`src/rtl/bcx_pkg.sv`:
```
// Shared types and constants for the compact-target block.
// Latency: n/a (types, constants and one pure helper function).
// Backpressure: n/a.
//
// compact_t   : numeric compact target, {exponent, mantissa}.
// state_t     : controller states of target_compactor.
// to_le_bits  : re-packs a compact_t into the byte-swapped layout that
//               hash_validator consumes.
package bcx_pkg;

  localparam int TARGET_BYTES  = 32;
  localparam int MANT_BYTES    = 3;
  localparam int MANT_SIGN_BIT = 23;

  typedef struct packed {
    logic [7:0]  exponent;
    logic [23:0] mantissa;
  } compact_t;

  typedef enum logic [1:0] {
    ST_IDLE = 2'd0,
    ST_SCAN = 2'd1,
    ST_PACK = 2'd2,
    ST_DONE = 2'd3
  } state_t;

  // Exponent stays in the top byte; the three mantissa bytes are
  // reversed so the most significant mantissa byte lands in [7:0].
  function automatic logic [31:0] to_le_bits(input compact_t c);
    return {c.exponent, c.mantissa[7:0], c.mantissa[15:8], c.mantissa[23:16]};
  endfunction

endpackage

```
`src/rtl/target_compactor_if.sv`:
```
// Handshake bundle between a target producer/result consumer and target_compactor.
// Latency: n/a (wires only).
// Backpressure: valid/ready on both the input target and the output result.
//
// in_valid/in_ready/target_i      : 256-bit target input handshake.
// out_valid/out_ready             : compact result handshake.
// bits_num_o                      : numeric compact value {exp, mantissa}.
// bits_o                          : same value, mantissa bytes reversed.
// master modport = environment side, slave modport = the compactor.
interface target_compactor_if;

  logic         in_valid;
  logic         in_ready;
  logic [255:0] target_i;
  logic         out_valid;
  logic         out_ready;
  logic [31:0]  bits_num_o;
  logic [31:0]  bits_o;

  modport master (
    output in_valid,
    output target_i,
    output out_ready,
    input  in_ready,
    input  out_valid,
    input  bits_num_o,
    input  bits_o
  );

  modport slave (
    input  in_valid,
    input  target_i,
    input  out_ready,
    output in_ready,
    output out_valid,
    output bits_num_o,
    output bits_o
  );

endinterface

```
`src/rtl/compact_normalize.sv`:
```
// Extracts the 24-bit mantissa of a target given its significant byte count and normalises it.
// Latency: purely combinational, zero cycles.
// Backpressure: none; the caller samples the outputs when it needs them.
//
// target_i   : 256-bit numeric target (byte k = bits [8k+7:8k]).
// size_i     : number of significant bytes, 0..32.
// exponent_o : size_i, plus one when the mantissa had to be shifted down.
// mantissa_o : top three significant bytes, kept positive (bit 23 clear).
module compact_normalize
  import bcx_pkg::*;
(
  input  logic [8*TARGET_BYTES-1:0] target_i,
  input  logic [5:0]                size_i,
  output logic [7:0]                exponent_o,
  output logic [23:0]               mantissa_o
);

  logic [23:0] m_raw;
  logic [4:0]  rshift_bytes;

  // Raw mantissa: short targets are left-aligned into 24 bits, long
  // targets contribute their top three significant bytes.
  always_comb begin
    m_raw        = '0;
    rshift_bytes = 5'(size_i - 6'(MANT_BYTES));
    if (size_i <= 6'(MANT_BYTES)) begin
      case (size_i[1:0])
        2'd1:    m_raw = {target_i[7:0], 16'h0000};
        2'd2:    m_raw = {target_i[15:0], 8'h00};
        2'd3:    m_raw = target_i[23:0];
        default: m_raw = '0;
      endcase
    end else begin
      // size 4..32 -> byte offset 1..29, so the 24-bit window never
      // runs past bit 255.
      m_raw = target_i[{rshift_bytes, 3'b000} +: 24];
    end
  end

  // Bit 23 acts as a sign bit downstream, so a set top bit forces one
  // more exponent step and a byte shift of the mantissa.
  always_comb begin
    exponent_o = {2'b00, size_i};
    mantissa_o = m_raw;
    if (m_raw[MANT_SIGN_BIT] && (size_i != 6'd0)) begin
      mantissa_o = m_raw >> 8;
      exponent_o = {2'b00, size_i} + 8'd1;
    end
  end

endmodule

```
`src/rtl/target_compactor.sv`:
```
// Converts a 256-bit target into its 32-bit compact form, in numeric and byte-swapped layouts.
// Latency: 34-size edges from accept to out_valid (33 for a zero target, 2 minimum).
// Backpressure: one operation in flight; in_ready only in IDLE, result held in DONE until out_ready.
//
// clk, rst_n : clock and asynchronous active-low reset.
// bus        : slave side of target_compactor_if (target in, compact out).
module target_compactor
  import bcx_pkg::*;
(
  input  logic                clk,
  input  logic                rst_n,
  target_compactor_if.slave   bus
);

  localparam logic [4:0] IDX_TOP = 5'(TARGET_BYTES - 1);

  state_t                    state_q, state_d;
  logic [8*TARGET_BYTES-1:0] target_q, target_d;
  logic [4:0]                idx_q, idx_d;
  logic [5:0]                size_q, size_d;
  compact_t                  res_q, res_d;

  logic [7:0]  scan_byte;
  logic        scan_stop;
  logic [7:0]  norm_exp;
  logic [23:0] norm_mant;

  // Byte under inspection during SCAN, walking down from the MS byte.
  assign scan_byte = target_q[{idx_q, 3'b000} +: 8];
  // Stop at the first nonzero byte, or after byte 0 for an all-zero target.
  assign scan_stop = (scan_byte != 8'h00) || (idx_q == 5'd0);

  compact_normalize u_norm (
    .target_i   (target_q),
    .size_i     (size_q),
    .exponent_o (norm_exp),
    .mantissa_o (norm_mant)
  );

  // ---------------------------------------------------------------
  // FSM: state register
  // ---------------------------------------------------------------
  always_ff @(posedge clk or negedge rst_n) begin
    if (!rst_n) begin
      state_q <= ST_IDLE;
    end else begin
      state_q <= state_d;
    end
  end

  // ---------------------------------------------------------------
  // FSM: next state
  // ---------------------------------------------------------------
  always_comb begin
    state_d = state_q;
    unique case (state_q)
      ST_IDLE: if (bus.in_valid)  state_d = ST_SCAN;
      ST_SCAN: if (scan_stop)     state_d = ST_PACK;
      ST_PACK:                    state_d = ST_DONE;
      ST_DONE: if (bus.out_ready) state_d = ST_IDLE;
      default:                    state_d = ST_IDLE;
    endcase
  end

  // ---------------------------------------------------------------
  // FSM: outputs
  // ---------------------------------------------------------------
  always_comb begin
    bus.in_ready  = (state_q == ST_IDLE);
    bus.out_valid = (state_q == ST_DONE);
  end

  // Result registers are only written in PACK, so both encodings hold
  // their last value in every other state.
  assign bus.bits_num_o = res_q;
  assign bus.bits_o     = to_le_bits(res_q);

  // ---------------------------------------------------------------
  // Datapath next-state
  // ---------------------------------------------------------------
  always_comb begin
    target_d = target_q;
    idx_d    = idx_q;
    size_d   = size_q;
    res_d    = res_q;
    case (state_q)
      ST_IDLE: begin
        // Target is captured once here; target_i is not looked at again
        // until the next acceptance.
        if (bus.in_valid) begin
          target_d = bus.target_i;
          idx_d    = IDX_TOP;
        end
      end
      ST_SCAN: begin
        if (scan_byte != 8'h00) begin
          size_d = {1'b0, idx_q} + 6'd1;
        end else if (idx_q == 5'd0) begin
          size_d = 6'd0;
        end else begin
          idx_d = idx_q - 5'd1;
        end
      end
      ST_PACK: begin
        res_d.exponent = norm_exp;
        res_d.mantissa = norm_mant;
      end
      default: begin
      end
    endcase
  end

  // ---------------------------------------------------------------
  // Datapath registers
  // ---------------------------------------------------------------
  always_ff @(posedge clk or negedge rst_n) begin
    if (!rst_n) begin
      target_q <= '0;
      idx_q    <= IDX_TOP;
      size_q   <= '0;
      res_q    <= '0;
    end else begin
      target_q <= target_d;
      idx_q    <= idx_d;
      size_q   <= size_d;
      res_q    <= res_d;
    end
  end

endmodule

```
`src/flat_wrapper.sv`:
```
// flat-port wrapper written by rule: the top's interface ports become plain ports
module target_compactor_flat import bcx_pkg::*;
  (clk, rst_n, bus_in_valid, bus_target_i, bus_out_ready, bus_in_ready, bus_out_valid, bus_bits_num_o, bus_bits_o);
  target_compactor_if bus_i ();
  input  logic clk;
  input  logic rst_n;
  input wire logic [$bits(bus_i.in_valid)-1:0] bus_in_valid;
  input wire logic [$bits(bus_i.target_i)-1:0] bus_target_i;
  input wire logic [$bits(bus_i.out_ready)-1:0] bus_out_ready;
  output wire logic [$bits(bus_i.in_ready)-1:0] bus_in_ready;
  output wire logic [$bits(bus_i.out_valid)-1:0] bus_out_valid;
  output wire logic [$bits(bus_i.bits_num_o)-1:0] bus_bits_num_o;
  output wire logic [$bits(bus_i.bits_o)-1:0] bus_bits_o;
  assign bus_i.in_valid = bus_in_valid;
  assign bus_i.target_i = bus_target_i;
  assign bus_i.out_ready = bus_out_ready;
  assign bus_in_ready = bus_i.in_ready;
  assign bus_out_valid = bus_i.out_valid;
  assign bus_bits_num_o = bus_i.bits_num_o;
  assign bus_bits_o = bus_i.bits_o;
  target_compactor u_core (.clk(clk), .rst_n(rst_n), .bus(bus_i));
endmodule
```
`config.mk`:
```
export PLATFORM = sky130hd
export DESIGN_NAME = target_compactor_flat
export DESIGN_NICKNAME = d
export VERILOG_FILES = /design/src/rtl/bcx_pkg.sv /design/src/rtl/target_compactor_if.sv /design/src/rtl/compact_normalize.sv /design/src/rtl/target_compactor.sv /design/src/flat_wrapper.sv
export SDC_FILE = /design/constraint.sdc
export NUM_CORES = 1
export LEC_CHECK = 0
export CAP_MARGIN = 10
export CORE_UTILIZATION = 54
export CTS_CLUSTER_SIZE = 20
export DETAILED_ROUTE_END_ITERATION = 6
export HOLD_SLACK_MARGIN = 0.1
export PLACE_DENSITY = 0.84
export SYNTH_ARGS = -nofsm -noshare
export SYNTH_HDL_FRONTEND = slang
export SYNTH_SLANG_ARGS = --single-unit
```
`constraint.sdc`:
```
create_clock -name clk -period 5.2 [get_ports clk]
set_input_delay 1.04 -clock clk [delete_from_list [all_inputs] [get_ports clk]]
set_output_delay 1.04 -clock clk [all_outputs]
set_load 0.02 [all_outputs]
```
Yosys cells after proc, flatten, opt, wreduce, memory -nomap -nowiden
Cells that the tools add are included.
{"block": "op_classes", "addsub": 4, "order_cmp": 1, "eq_ne": 11, "n_shift": 2, "n_mux": 14, "n_reduce_logical": 12}
{"op": "variable part select 256 x 9 -> 24 bit", "count": 1}
{"op": "variable part select 256 x 9 -> 8 bit", "count": 1}
{"op": "one-hot mux 24 bit (3 select lines)", "count": 1}
{"op": "2-to-1 mux 24 bit", "count": 2}
{"op": "2-to-1 mux 5 bit", "count": 3}
{"op": "2-to-1 mux 6 bit", "count": 2}
{"op": "one-hot mux 5 bit (2 select lines)", "count": 1}
{"op": "== test 2 bit, second input constant", "count": 4}
{"op": "inequality test 2 bit, second input constant", "count": 4}
{"op": "one-hot mux 2 bit (4 select lines)", "count": 1}
{"op": "nonzero test 8 bit", "count": 1}
{"op": "adder 6 x 1 -> 7 bit, second input constant", "count": 1}
{"op": "2-to-1 mux 7 bit", "count": 1}
{"op": "adder 5 x 1 -> 6 bit, second input constant", "count": 1}
{"op": "less-or-equal comparator 6 x 2 -> 1 bit, second input constant", "count": 1}
{"op": "2-to-1 mux 2 bit", "count": 3}
{"op": "nonzero test 6 bit", "count": 1}
{"op": "zero test 5 bit", "count": 1}
{"op": "subtractor 5 x 1 -> 5 bit, second input constant", "count": 1}
{"op": "subtractor 5 x 2 -> 5 bit, second input constant", "count": 1}
{"op": "== test 2 x 1 -> 1 bit, second input constant", "count": 2}
{"op": "AND reduction 2 bit", "count": 2}
{"op": "AND reduction 4 bit", "count": 1}
{"op": "nonzero test 2 bit", "count": 2}
{"op": "other kinds (5)", "count": 5}
{"block": "totals", "register_bits": 301, "input_bits": 260, "output_inout_bits": 66, "wordCells": 50}

Logic depth before layout (Yosys ltp)
Gate-level depths: netlist of run 1.
{"block": "depth", "ltp_word": 5, "mapped_depth": 21, "ltp_nobuf": 10}

By module
From an unflattened synthesis of run 1, not the netlist that was laid out.
{"block": "hier_totals", "cells_unflattened": 1568, "hier_area_um2": 19272.2}
{"module": "target_compactor", "instances": 1, "cells_per_inst": 875, "area_per_inst_um2": 12662.1, "seq_area_each_um2": 7538.5}
{"module": "compact_normalize", "instances": 1, "cells_per_inst": 693, "area_per_inst_um2": 6610.1, "seq_area_each_um2": 0.0}

Worst setup path after synthesis of run 1
OpenSTA, ideal clock, no wires.
{"block": "synth_path", "path_type": "register to register", "start": "register u_core.size_q[0]", "end": "register u_core.res_q (netlist bit u_core.bus.bits_num_o[12])", "setup_time_ns": 0.139, "arrival_time_ns": 4.030, "required_ns": 5.061, "setup_slack_ns": 1.031, "path_stages_with_launch": 18, "n_path_buf": 10, "synth_period_minus_slack_ns": 4.169, "cell_sequence": "dfrtp_1 -> buf_6 -> inv_4 -> buf_4 -> buf_2 -> buf_2 -> buf_2 -> ha_1 -> buf_4 -> buf_6 -> buf_6 -> buf_4 -> buf_2 -> mux4_2 -> a2111oi_0 -> o22ai_1 -> o211ai_1 -> o221ai_1"}
{"block": "synth_via", "elab_chain_len": 5, "word_cells_on_any_way": 11, "classes_between": "add/sub (1); order compare (1); eq/ne (3); shift (1); mux (3); reduce/logical (2)"}
{"item": "start, declared", "line": "target_compactor.sv:20", "rtl": "logic [5:0] size_q, size_d;"}
{"item": "start signal, assigned", "line": "target_compactor.sv:125", "rtl": "size_q <= size_d;"}
{"item": "subtractor 5 x 2 -> 5 bit (tied with other cells)", "line": "compact_normalize.sv:25", "rtl": "rshift_bytes = 5'(size_i - 6'(MANT_BYTES));"}
{"item": "variable part select 256 x 9 -> 24 bit or one-hot mux 24 bit (3 select lines) (tied branches)", "line": "compact_normalize.sv:36, compact_normalize.sv:27"}
{"item": "2-to-1 mux 24 bit", "line": "compact_normalize.sv:26", "rtl": "if (size_i <= 6'(MANT_BYTES)) begin"}
{"item": "logical AND 1 bit", "line": "compact_normalize.sv:45", "rtl": "if (m_raw[MANT_SIGN_BIT] && (size_i != 6'd0)) begin"}
{"item": "2-to-1 mux 24 bit (*)", "line": "compact_normalize.sv:45"}
{"item": "end signal, assigned", "line": "target_compactor.sv:126", "rtl": "res_q <= res_d;"}
{"item": "end, declared", "line": "target_compactor.sv:21", "rtl": "compact_t res_q, res_d;"}
Mark *: on every way between the ends. The rest lies on a longest branch, timed or not.
A chain may end at the register's enable or synchronous reset.

Worst setup path in the final report of run 1
{"block": "layout_path", "start": "register u_core.size_q[0]", "end": "register u_core.res_q (netlist bit u_core.bus.bits_num_o[15])"}
The elaborated chain is that of the path after synthesis.

==> results.toml, run 1 <==
[clock_network]
h-tree-depth = 1
root_buffer = "clkbuf_16"
postCtsSetupBuffers = 0
clkLatencyLatePin_ns = 0.59
ctsHoldBuffers = 0
cts_buffer_depth = 3
cts.sinks = 300
cts.clk_slew.worst_paths_ns = 0.06
cts_resized = 0
cts_made_buffers = 30
cts_tree = "built"

[sta]
maxSlewViolCount = 0
fin_crit_ns = 4.28
min_period_over_period_pct = 82.3
rsz0062_at_grt = "no"
finalHoldViolCount = 0
max_slew.worst_pin.slew_ns = 1.10
clock_skew_ns = 0.0295
setup_violations = 0
tns_ns = 0
fmax_ghz = 0.234
slew_headroom_pct = 25.6

[yosys]
async_flop_share_pct = 100
synth_cells = 1514
synth_area_per_cell_um2 = 12.6
ys_warn_count = 0
synth_cell_types = 77
ys_top_cells_by_area = "dfrtp_1, mux4_2, mux2_2"
synth-edff-count = 0
ys_seq_area_share_pct = 39.3
synth.cell_area_um2 = 19100
netlist_top_cells_count = "dfrtp_1, mux2_2, mux4_2, nand2_1, clkbuf_1"
netlist.top_cell.by_area = "dfrtp_1"
synth.most_common_cell = "dfrtp_1"
synth_top_cell_area_share_pct = 38.6
synthFlopType = "dfrtp_1"
synth-seq-cells = 300

[floorplan]
die_area_um2 = 36200
core_area_um2 = 34700
die_w_um = 190
rows = 68
die-height_um = 190
io_pins = 326
start_util_pct = 55.1

[place]
place.gp.congestion = 1.04
port_buffers = 323
dpl_cell_area_um2 = 22500
place_hpwl_mm = 52.5
place_inst = 2173

[drt]
via_per_inst = 7.18
wl_mm = 69.8
post_drt_wl_per_cell_um = 31.3
vias = 16000
ant_nets = 0
drtIter0Drc = 2534
drc_errors = 2
drt-pass1-iter-count = 7

[final_layout]
finalNonFillerCells = 2232
areaGrowthSynthToFinish_pct = 23.1
finalNetCount = 2022
drive_above_1_share_pct = 31.4
finalInstanceArea_um2 = 23600
fill_cells = 2470

[power]
ir_drop_v = 0.000507
p_leak_nw = 9.15
totalPowerFinal_mw = 19.5
powerDensity_nw_per_um2 = 828

[setup_path]
end_kind = "flip-flop"
arrival_ns = 4.74
cp-start-kind = "flip-flop"
critical_path_class = "flip-flop to flip-flop"
reg2reg_from = "u_core.size_q[0]"
startpoint = "u_core.size_q[0]"
cp-endpoint = "u_core.bus.bits_num_o[15]"
path_max_fanout = 62
rr_worst_depth = 9
required_ns = 5.66
r2r_end = "u_core.bus.bits_num_o[15]"
reg2reg_slack_ns = 0.92

[outcome]
violations = "DRC"
outcome = "finished, violations left"

[global_routing]
grt_pass1_vias = 15900
grt-ovfl-total = 0
grt_use_total_pct = 39.1
grt_antenna_before_repair = 5
grt_pass1_wl_mm = 104
grt_max_degree = 128

[run]
maxCapViolCount = 0

[min_path]
hold_path.class = "flip-flop to flip-flop"
-- layer usage --
| metal | up-vias | wire length, um | global-route usage [%] |
|---|---|---|---|
| li1 | 6394 | - | - |
| met1 | 7976 | 25200 | 51.8 |
| met2 | 1372 | 31000 | 58.7 |
| met3 | 275 | 9990 | 13.7 |
| met4 | 4 | 3580 | 16.1 |
| met5 | - | 24 | 0 |
-- worst min path at each step --
stage / start / end / slack (ns) / cells past startpoint
finish: u_core.bus.bits_num_o[18] / u_core.bus.bits_num_o[18] / 0.52 / 1
global route: u_core.bus.bits_num_o[30] / u_core.bus.bits_num_o[30] / 0.53 / 1
CTS: u_core.bus.bits_num_o[30] / u_core.bus.bits_num_o[30] / 0.53 / 1
detailed placement: u_core.bus.bits_num_o[30] / u_core.bus.bits_num_o[30] / 0.51 / 1
global placement: u_core.bus.bits_num_o[20] / u_core.bus.bits_num_o[20] / 0.50 / 1
floorplan: u_core.target_q[188] / u_core.target_q[188] / 0.51 / 1
-- stage by stage --
stage | hold slack (ns) | worst slack, ns | utilization, %
final | 0.524 | 0.919 | 67.9
after global routing | 0.533 | 0.622 | 67.8
after CTS | 0.526 | 0.917 | 67.8
after detailed placement | 0.512 | 0.929 | 64.8
after global placement | 0.503 | 0.971 | 64.8
after floorplan | 0.515 | 1.03 | -
-- worst max-delay path, stage by stage (launching register included) --
cell      delay (ns)
dfrtp_4         0.60
inv_4           0.33
buf_4           0.81
mux4_2          0.63
a211oi_2        0.23
a211oi_1        0.07
or4_4           0.71
inv_2           0.27
nand2_1         0.21
o22a_1          0.23
-- kinds of logic after synthesis --
logic type	count (synthesis)	synth area share, %
other	1	0.0196
and+or+nand+nor	328	8.39
buffers and inverters	181	4.96
xor gates and xnor gates	12	0.589
muxes	476	38.1
adders and majority gates	11	0.719
AOI/OAI and AO/OA	205	7.90
DFF	300	39.3
-- sequential cells by signal, summed over array words and instances (netlist names) --
| signal | cells |
|---|---|
| u_core.idx_q | 5 |
| u_core.size_q | 6 |
| u_core.state_q | 2 |
| u_core.bus.bits_num_o | 31 |
| u_core.target_q | 256 |
-- placed cells by master (no fill, tap or decap), types with 15 or more instances in the layout --
master / count
clkdlybuf4s50_1: 322
nor2_1: 46
nand2_1: 116
o22ai_1: 15
o2bb2ai_1: 16
clkbuf_16: 30
dfrtp_1: 294
nor3_1: 17
mux2_2: 261
mux4_2: 175
inv_1: 15
nor4_1: 52
buf_4: 37
a21oi_1: 34
o21ai_0: 22
mux2i_1: 39
nand3_1: 39
-- report_power, final --
| part | internal, mW | total, mW | switching, mW | leakage [nW] |
|---|---|---|---|---|
| logic | 5.69 | 11.4 | 5.75 | 5.06 |
| registers | 3.53 | 5.82 | 2.28 | 3.57 |
| clock network | 1.31 | 2.24 | 0.938 | 0.518 |
-- final cells by class --
type                            count  area [um^2]  area share [%]
Inverter                           19         73.8           0.313
Antenna cell                        2         5.00          0.0212
Sequential cell                   300         7520            31.9
Timing Repair Buffer              366         3630            15.4
Clock buffer                       41          862            3.66
Tap cell                          455          569            2.42
Multi-Input combinational cell   1034        10700            45.6
Clock inverter                     15          165           0.701
(Power assumes the default switching activity.)
==> inputs of run 2 (changes only) <==
Clock period 5.2 ns to 4.1 ns, I/O delays scaled along.
==> run 2 against run 1 <==
Net effect:
- largest cell class unchanged
- non-clock buffer count rose by 6
- setup slack got worse by 0.64 ns
- power rose by 29%
- critical path depth rose by 1
- fmax rose by 12%
- the flow now finishes without violations
- critical endpoint is now u_core.bus.bits_num_o[11]
- sequential share of layout area fell by 0.17 points
- die area did not move
==> results.toml, run 2 (synthesis results as in run 1) <==
[setup_path]
end_kind = "flip-flop"
required_ns = 4.54
path_max_fanout = 90
arrival_ns = 4.26
critical_path_class = "flip-flop to flip-flop"
cp-start-kind = "flip-flop"

[final_layout]
finalNetCount = 2029
layout_commonest_cell = "clkdlybuf4s50_1"
layout_common_cells = "clkdlybuf4s50_1, dfrtp_1, mux2_2"
finalNonFillerCells = 2238
final_util_pct = 68.2
finalInstanceArea_um2 = 23700
drive_above_1_share_pct = 31.6
fill_cells = 2471
diodes = 0
areaGrowthSynthToFinish_pct = 23.8
largest_reg_flops = 256
regMostFlops = "u_core.target_q"

[drt]
drc_errors = 0
via_per_inst = 7.24
wl_mm = 73.0
ant_nets = 0
vias = 16200
drtIter0Drc = 2605
post_drt_wl_per_cell_um = 32.6
drt-pass1-iter-count = 6

[power]
ir_drop_v = 0.000830
p_leak_nw = 9.19
powerDensity_nw_per_um2 = 1060
totalPowerFinal_mw = 25.1

[global_routing]
grt_max_degree = 161
grt_antenna_before_repair = 2
grt_use_total_pct = 40.9
grt_pass1_wl_mm = 107
grt_pass1_vias = 16000
grt-ovfl-total = 0

[clock_network]
root_buffer = "clkbuf_16"
cts.clk_slew.worst_paths_ns = 0.06
h-tree-depth = 1
cts_resized = 0
ctsHoldBuffers = 0
cts_buffer_depth = 3
clkLatencyLatePin_ns = 0.58
postCtsSetupBuffers = 0
cts_made_buffers = 31
cts.sinks = 300
cts_tree = "built"

[floorplan]
io_pins = 326
die_w_um = 190
rows = 68
die-height_um = 190
start_util_pct = 55.1
die_area_um2 = 36200
core_area_um2 = 34700

[min_path]
hold_path.class = "primary input to asynchronous set/reset pin"

[sta]
min_period_over_period_pct = 93.1
slew_headroom_pct = 32.2
clock_skew_ns = 0.0133
fmax_ghz = 0.262
setup_ws_ns = 0.282
rsz0062_at_grt = "no"
setup_violations = 0
maxSlewViolCount = 0
fin_crit_ns = 3.82
finalHoldViolCount = 0
max_slew.worst_pin.slew_ns = 1.00
hold_ws_ns = 0.230
tns_ns = 0

[place]
dpl_cell_area_um2 = 22600
dp_slack_ns = 0.431
place.gp.congestion = 1.05
place_inst = 2180
place_hpwl_mm = 55.0
port_buffers = 323

[run]
maxCapViolCount = 0

[outcome]
outcome = "complete, no violations"
-- run 2: path summary, 6_finish.rpt --
| path | to | start | slack (ns) | cells past startpoint |
|---|---|---|---|---|
| setup / recovery | u_core.bus.bits_num_o[11] | u_core.size_q[0] | 0.28 | 10 |
| hold / removal | u_core.bus.bits_num_o[19] | rst_n | 0.23 | 1 |
| setup reg to reg | u_core.bus.bits_num_o[11] | u_core.size_q[0] | 0.28 | 10 |
| hold reg to reg | u_core.bus.bits_num_o[30] | u_core.bus.bits_num_o[30] | 0.52 | 1 |
| max in group asynchronous | u_core.target_q[95] | rst_n | 2.93 | 2 |
| min in group clk | u_core.bus.bits_num_o[30] | u_core.bus.bits_num_o[30] | 0.52 | 1 |
-- run 2: area by class of cell --
type,count,area [um^2],area share [%]
multi-input combinational,1034,10700,45.3
sequential,300,7520,31.7
timing repair buffer,372,3720,15.7
clock buffer,43,901,3.80
tap,455,569,2.40
clock inverter,15,171,0.724
inverter,19,73.8,0.312
-- run 2: layer usage --
| metal | track usage (%) | vias up | share of wire [%] |
|---|---|---|---|
| li1 | - | 6425 | - |
| met1 | 55.1 | 7984 | 37 |
| met2 | 60.9 | 1499 | 44 |
| met3 | 15.6 | 292 | 15 |
| met4 | 14.1 | 2 | 4.5 |
| met5 | 0 | - | 0.018 |
-- run 2: worst max-delay path: stages (launching register included) --
cell	delay [ns]
dfrtp_4	0.55
ha_1	0.30
buf_4	0.21
xnor2_2	0.31
buf_12	0.38
mux4_2	0.41
a211oi_1	0.54
a31oi_1	0.19
a311o_1	0.46
mux2i_1	0.15
o21ai_0	0.09
-- run 2: report_power, final --
group	internal, mW	switching, mW	leakage [nW]	total [mW]
clock network	1.72	1.19	0.520	2.92
logic	7.33	7.28	5.11	14.6
registers	4.47	3.12	3.57	7.59
